## src/rtl/serial_sub.sv

```systemverilog
// Bit-serial subtractor: A - B, LSB first, one full-subtractor cell plus a borrow flop.
// Optional signed-overflow output ovf is enabled by defining SERIAL_SUB_OVF_EN.
module serial_sub #(
  parameter int WIDTH = 8
) (
  input  logic             clk,
  input  logic             rst,
  input  logic             start,
  input  logic [WIDTH-1:0] a,
  input  logic [WIDTH-1:0] b,
  output logic             busy,
  output logic             done,
  output logic [WIDTH-1:0] diff,
  output logic             borrow
`ifdef SERIAL_SUB_OVF_EN
  ,
  output logic             ovf
`endif
);

  // Handshake: start is honoured only in IDLE or DONE; busy covers the WIDTH bit-cycles,
  // done is a one-cycle pulse with diff/borrow valid, and start in the DONE cycle chains a new op.
  typedef enum logic [1:0] {
    IDLE  = 2'd0,
    SHIFT = 2'd1,
    DONE  = 2'd2
  } state_t;

  localparam int CW = (WIDTH > 2) ? $clog2(WIDTH) : 1;
  localparam logic [CW-1:0] LAST = CW'(WIDTH - 1);

  state_t           state, state_next;
  logic [WIDTH-1:0] op_a, op_b, res;
  logic [CW-1:0]    count;
  logic             br;

  logic a0, b0, d, br_next, last, load;

  always_comb begin
    a0      = op_a[0];
    b0      = op_b[0];
    d       = a0 ^ b0 ^ br;
    br_next = (~a0 & b0) | (~(a0 ^ b0) & br);
    last    = (count == LAST);
    load    = start && (state == IDLE || state == DONE);
  end

  always_comb begin
    state_next = state;
    case (state)
      IDLE:    if (start) state_next = SHIFT;
      SHIFT:   if (last) state_next = DONE;
      DONE:    state_next = start ? SHIFT : IDLE;
      default: state_next = IDLE;
    endcase
  end

  always_ff @(posedge clk or posedge rst) begin
    if (rst) state <= IDLE;
    else     state <= state_next;
  end

  assign busy = (state == SHIFT);
  assign done = (state == DONE);

  always_ff @(posedge clk or posedge rst) begin
    if (rst) begin
      op_a   <= '0;
      op_b   <= '0;
      res    <= '0;
      count  <= '0;
      br     <= 1'b0;
      diff   <= '0;
      borrow <= 1'b0;
`ifdef SERIAL_SUB_OVF_EN
      ovf    <= 1'b0;
`endif
    end else if (load) begin
      op_a  <= a;
      op_b  <= b;
      res   <= '0;
      count <= '0;
      br    <= 1'b0;
    end else if (state == SHIFT) begin
      op_a  <= op_a >> 1;
      op_b  <= op_b >> 1;
      res   <= {d, res[WIDTH-1:1]};
      br    <= br_next;
      count <= count + CW'(1);
      // The final bit-cycle publishes the result; diff/borrow hold otherwise.
      if (last) begin
        diff   <= {d, res[WIDTH-1:1]};
        borrow <= br_next;
`ifdef SERIAL_SUB_OVF_EN
        ovf    <= br ^ br_next;
`endif
      end
    end
  end

endmodule

```

## config.mk

```make
export PLATFORM = sky130hd
export DESIGN_NAME = serial_sub
export DESIGN_NICKNAME = d
export VERILOG_FILES = /design/src/rtl/serial_sub.sv
export SDC_FILE = /design/constraint.sdc
export NUM_CORES = 1
export LEC_CHECK = 0
export CAP_MARGIN = 20
export CELL_PAD_IN_SITES_DETAIL_PLACEMENT = 1
export CELL_PAD_IN_SITES_GLOBAL_PLACEMENT = 1
export CORE_MARGIN = 3
export CORE_UTILIZATION = 35
export CTS_CLUSTER_DIAMETER = 150
export DETAILED_ROUTE_END_ITERATION = 8
export GPL_TIMING_DRIVEN = 1
export PLACE_DENSITY_LB_ADDON = 0.1
export SYNTH_ARGS = -nofsm -noshare
export SYNTH_HDL_FRONTEND = slang
export SYNTH_SLANG_ARGS = --single-unit
export TNS_END_PERCENT = 1
```

## constraint.sdc

```tcl
create_clock -name clk -period 1.9 [get_ports clk]
set_input_delay 0.38 -clock clk [delete_from_list [all_inputs] [get_ports clk]]
set_output_delay 0.38 -clock clk [all_outputs]
set_load 0.01 [all_outputs]
```

# Word level (Yosys, flattened, before mapping)
# Cells that the tools add are included.
dict set report totals {
  ram_bits 0
  mem_count 0
  register_bits 39
  out_inout_bits 11
  latch_bits 0
  romBits 0
}
dict set report op_classes {
  add_sub_neg 1
  mul 0
  bitwise 8
  eq_ne 5
  order_cmp 0
  shift 0
  n_mux 14
  div_mod_pow 0
  reduce_logical 6
}
# op n
set ops {}
lappend ops {{8-bit 2-to-1 mux} 6}
lappend ops {{3-bit 2-to-1 mux} 2}
lappend ops {{2-bit one-hot mux with 3 select lines} 1}
lappend ops {{2-bit 2-to-1 mux} 2}
lappend ops {{3-bit by 1-bit adder with 3-bit output (second input constant)} 1}
lappend ops {{3-bit == test (second input constant)} 1}
lappend ops {{1-bit 2-to-1 mux} 3}
lappend ops {{1-bit NOT} 3}
lappend ops {{3-bit AND reduction} 1}
lappend ops {{1-bit bitwise AND} 2}
lappend ops {{2-bit by 1-bit == test with 1-bit output (second input constant)} 1}
lappend ops {{2-bit == test (second input constant)} 1}
lappend ops {{2-bit zero test} 1}
lappend ops {{2-bit by 1-bit != test with 1-bit output (second input constant)} 1}
lappend ops {{2-bit != test (second input constant)} 1}
lappend ops {{2-bit AND reduction} 1}
lappend ops {{2-bit nonzero test} 1}
lappend ops {{1-bit bitwise XOR} 2}
lappend ops {{1-bit logical AND} 1}
lappend ops {{1-bit logical OR} 1}
lappend ops {{1-bit bitwise OR} 1}

# Logic depth before layout (Yosys ltp)
dict set report logic_depth {
  word_depth 6
  mapped_depth 7
  depth_no_buf 5
}

# Least setup slack after synthesis
# Ideal clock, no wire load.
dict set report synth_timing {
  kind {reg-to-reg}
  start {register count[0]}
  end {register diff[0]}
  setup_ns 0.125
  arrival_time_ns 1.328
  path_stages_with_launch 6
  required_time_ns 1.775
  period_less_slack_ns 1.453
  path_buffers 1
  path_slack_ns 0.447
  cell_sequence {dfrtp_1 ha_1 ha_1 nand3b_1 buf_6 mux2_4}
}
dict set report synth_via {
  elab_chain_cells 2
}
# element line_no
set synth_lines {}
lappend synth_lines {{from (decl)} 34} ;# logic [CW-1:0] count;
lappend synth_lines {{from (signal assigned)} 89} ;# count <= count + CW'(1);
lappend synth_lines {{3-bit == test} 44} ;# last = (count == LAST);
lappend synth_lines {{3-bit AND reduction (no line)} --}
lappend synth_lines {{to (signal assigned)} 92} ;# diff <= {d, res[WIDTH-1:1]};
lappend synth_lines {{to (decl)} 13} ;# output logic [WIDTH-1:0] diff,
# No other way between the ends.
# A chain may end at the register's enable or synchronous reset.

# Worst setup path in the final report
dict set report layout_timing {
  start {register count[0]}
  end {register diff[6]}
}
# Same word-level chain as after synthesis.

==> results <==
- The flow ran to the end, and the final reports show no timing, DRC or antenna violations.
- The number of enable flip-flop cells after synthesis is 0.
- The total core area is just under 0.005 sq mm.
- The global-route wire length before repair is between 6000 and 7000 um.
- Ranked by total cell area, the synthesized netlist is headed by dfrtp_1 (53%), mux2_4 (5.8%), mux2_2 (5.0%).
- Data on the critical path is required at its endpoint by roughly 2.1 ns.
- The via count is roughly 1300.
- The final count of pins violating max slew is 0.
- The sum of internal, switching and leakage power is around 3600 uW.
- In this run, placement finished with an instance count of roughly 250.
- The biggest fanout along the worst timing path is 11.
- The final design instance area without fill is roughly 0.0023 sq mm.
- The floorplan step set the die height to between 70 and 80 um.
- The initialized floorplan defines 25 standard-cell rows.
- The number of max-capacitance violations reported is 0.
- For this run, design rule violations remaining after detail routing come to 0.
- The most numerous cell in the Yosys netlist is dfrtp_1.
- The number of antenna diodes in the final layout is 0.
- Buffers inserted during clock tree synthesis total 5.
- The synthesis warning total is 0.
- The net count after synthesis is ~180.
- Across the routed clock network, the largest skew measured is around 0.0033 ns.
- Setup repair after global routing left no endpoint under its margin.
- The worst-path cell with the longest stage delay is dfrtp_1.
- The netlist area before placement is between 0.0015 and 0.002 sq mm.
- The count of endpoints failing setup in the final report is 0.
- Once detail routing completed, the nets flagged for antenna violations numbered 0.
- On the worst path, the slowest cell contributes a delay of about 0.42 ns.
- VDD sags by at most 567 uV.
- The number of endpoints with negative hold slack in the final report is 0.
- For this block, the initial DRC count from the detailed router was slightly below 60.
- For this run, the register share of the synthesized area comes to between 50 and 60%.
- The signal on the critical path passes through ha_1, ha_1, nand3b_1, buf_4, mux2_2.
- The critical path is of the register to register type.
- The first TritonRoute pass finished after 4 iterations.
- The placed wire-length estimate is about 2900 um.
- The maximum root-to-sink buffer count is 2.
- For this run, asynchronously set or reset flops after synthesis account for 100%.
- Pin placement for this block handled 30 I/O pins.
- The via count of the first global-routing pass was roughly 1400.
- The type of element capturing the critical path is a register.
- The number of different library cells used by synthesis comes to 25.
- The most instantiated flip-flop cell in the synthesis netlist is dfrtp_1.
- In this run the cell area measured after placement is about 0.0022 sq mm.
- The number of antenna violations at the first check in global routing is 0.
- The arrival time at the worst endpoint is around 1.8 ns.
- The top-area cell type share of the netlist area is a little over half.
- Buffers placed on the I/O ports in this run total 29.
- For this design, the sink count on the clock tree is 38.
- Among cell families on the critical path, the largest total delay comes from flip-flops.
- At the end of the flow, the number of nets in the layout was 210.
- The transition time at the pin with the least slew margin is roughly 0.5 ns.
- The finished layout holds roughly 260 standard cells, fillers aside.
- Summed over all failing endpoints, the final setup total negative slack is 0 ns.
- The area enclosed by the die boundary is about 0.006 sq mm.
- The routability-driven placement congestion ratio is ~0.73.
- Counting stages on the worst path, the most repeated cell is ha_1.
- From left edge to right edge, the die measures 77.9 um.
- In this run the mean area of a mapped cell was ~12 sq um.
- Based on the critical path, the design can be clocked at up to between 600 and 700 MHz.
- The vias per cell is between 4 and 5.
- The standby leakage power is approximately 0.0010 uW.
- Measured against its own limit, the worst slew margin works out to 67.3%.
- After detailed routing, the total wire length is 3960 um.
- Synthesis handed over a netlist of between 150 and 200 instances.
- The number of buffers and inverters on the critical path is 1.
- Buffers added to address setup during post-CTS repair amount to 0.
- The share of final-layout standard cells stronger than drive strength 1 is 18.5%.
- The number of resized instances in the post-cts repair step is 0.
- The routed wirelength normalized by instance count is 15.5 um.
- For this configuration, the core starts out at a cell density of 37.3%.
- Global routing finished with a remaining overflow of 0.
- Ranked by instance count, the synthesized netlist is headed by dfrtp_1 (38), nor2b_1 (9), a22o_1 (8), mux2_2 (8), nor2_1 (8).
- The total number of H-tree levels is 2.
- After clock tree synthesis, the clock-pin slew on the worst setup and hold paths is 0.07 ns.
- The overall fraction of global-route tracks in use is 14.2%.
- The type of the most critical hold path is register to register.
- The largest net degree at the start of global routing is 39.
- After clock tree synthesis, the flow added hold-fix buffers numbering 0.
- The final critical-path required period is between 1.5 and 2 ns.
- STA classifies the critical path startpoint as a register.
- The number of synthesized register bits is 38.
- The clock reaches the later pin of the worst-skew pair after ~0.28 ns.
- TritonCTS built the clock tree.
- In this run the power density over the cells is 1600 mW/mm^2.
- The layout-stage area growth over the synthesis result is 26.1%.
- The synthesized design spends more area on one cell type than any other, namely dfrtp_1.
- After layout, the worst path uses 83.6% of the clock period.
- The CTS root buffer is clkbuf_8.
path summary, 6_finish.rpt:
check                      cells past startpoint                  end            startpoint  slack [ns]
min in group asynchronous                      3  diff[6]$_DFFE_PP0P_                   rst        0.52
setup reg to reg                               5  diff[6]$_DFFE_PP0P_  count[0]$_DFFE_PP0P_        0.31
hold / removal                                 2   borrow$_DFFE_PP0P_    borrow$_DFFE_PP0P_        0.49
hold reg to reg                                2   borrow$_DFFE_PP0P_    borrow$_DFFE_PP0P_        0.49
setup / recovery                               5  diff[6]$_DFFE_PP0P_  count[0]$_DFFE_PP0P_        0.31
max in group asynchronous                      3  op_a[3]$_DFFE_PP0P_                   rst        1.05
cells in the final DEF (no fill, tap or decap), drive strengths merged:
master          n
dfrtp          38
clkdlybuf4s50  27
mux2           15
buf            10
nor2b           9
nor2            9
a22o            8
o22ai           7
nor3            7
mux2i           7
a211oi          7
a21oi           7
nand2b          6
o21ai           6
nand2           5
clkbuf          5
inv             5
ha              2
clkinv          2
dlymetal6s2s    2
o2bb2ai         1
nand3b          1
xnor2           1
fa              1
bufinv          1
metal layers:
| metal | part of all wire [%] | global-route usage (%) | vias to the layer above |
|---|---|---|---|
| met5 | 0 | 0 | - |
| met4 | 0.63 | 4.55 | 0 |
| met3 | 4.0 | 3.71 | 4 |
| met2 | 50 | 22.9 | 27 |
| met1 | 45 | 18.5 | 631 |
| li1 | - | - | 610 |
where the power goes:
group          switching, uW  total (uW)  internal, uW
Combinational            684        1530           847
Sequential               268        1460          1190
Clock                    272         659           386
state kept, by name, summed over array words and instances (netlist names):
name	cells
borrow	1
br	1
count	3
diff	8
op_a	8
op_b	8
res	7
state	2
cell type report:
class	instances	area, sq um
Clock buffer	5	68.8
Tap cell	67	83.8
Timing Repair Buffer	39	370
Sequential cell	38	951
Inverter	5	18.8
Clock inverter	3	40.0
Fill cell	520	2560
Multi-Input combinational cell	99	751
cells by family after synthesis:
logic type / after synthesis / share of synthesized area [%]
muxes: 22 / 14.7
adders and majority gates: 3 / 2.49
AOI/OAI and AO/OA: 36 / 13.3
xor gates and xnor gates: 1 / 0.484
buffers and inverters: 17 / 6.01
DFF: 38 / 52.5
and+or+nand+nor: 37 / 10.6
through the flow:
| step | utilization, % | setup WS (ns) | hold slack [ns] |
|---|---|---|---|
| floorplan | - | 0.447 | 0.456 |
| global placement | 44.7 | 0.294 | 0.471 |
| detailed placement | 44.7 | 0.250 | 0.483 |
| CTS | 47.0 | 0.00254 | 0.504 |
| global route | 47.1 | 0.249 | 0.514 |
| finish | 47.1 | 0.311 | 0.494 |
tightest hold or removal path: cells and delay by family (launching register included):
kind	cells	cell delay (ns)
flops	1	0.35
simple gates	1	0.05
compound gates	1	0.06
Power figures use the tool's default switching activity.
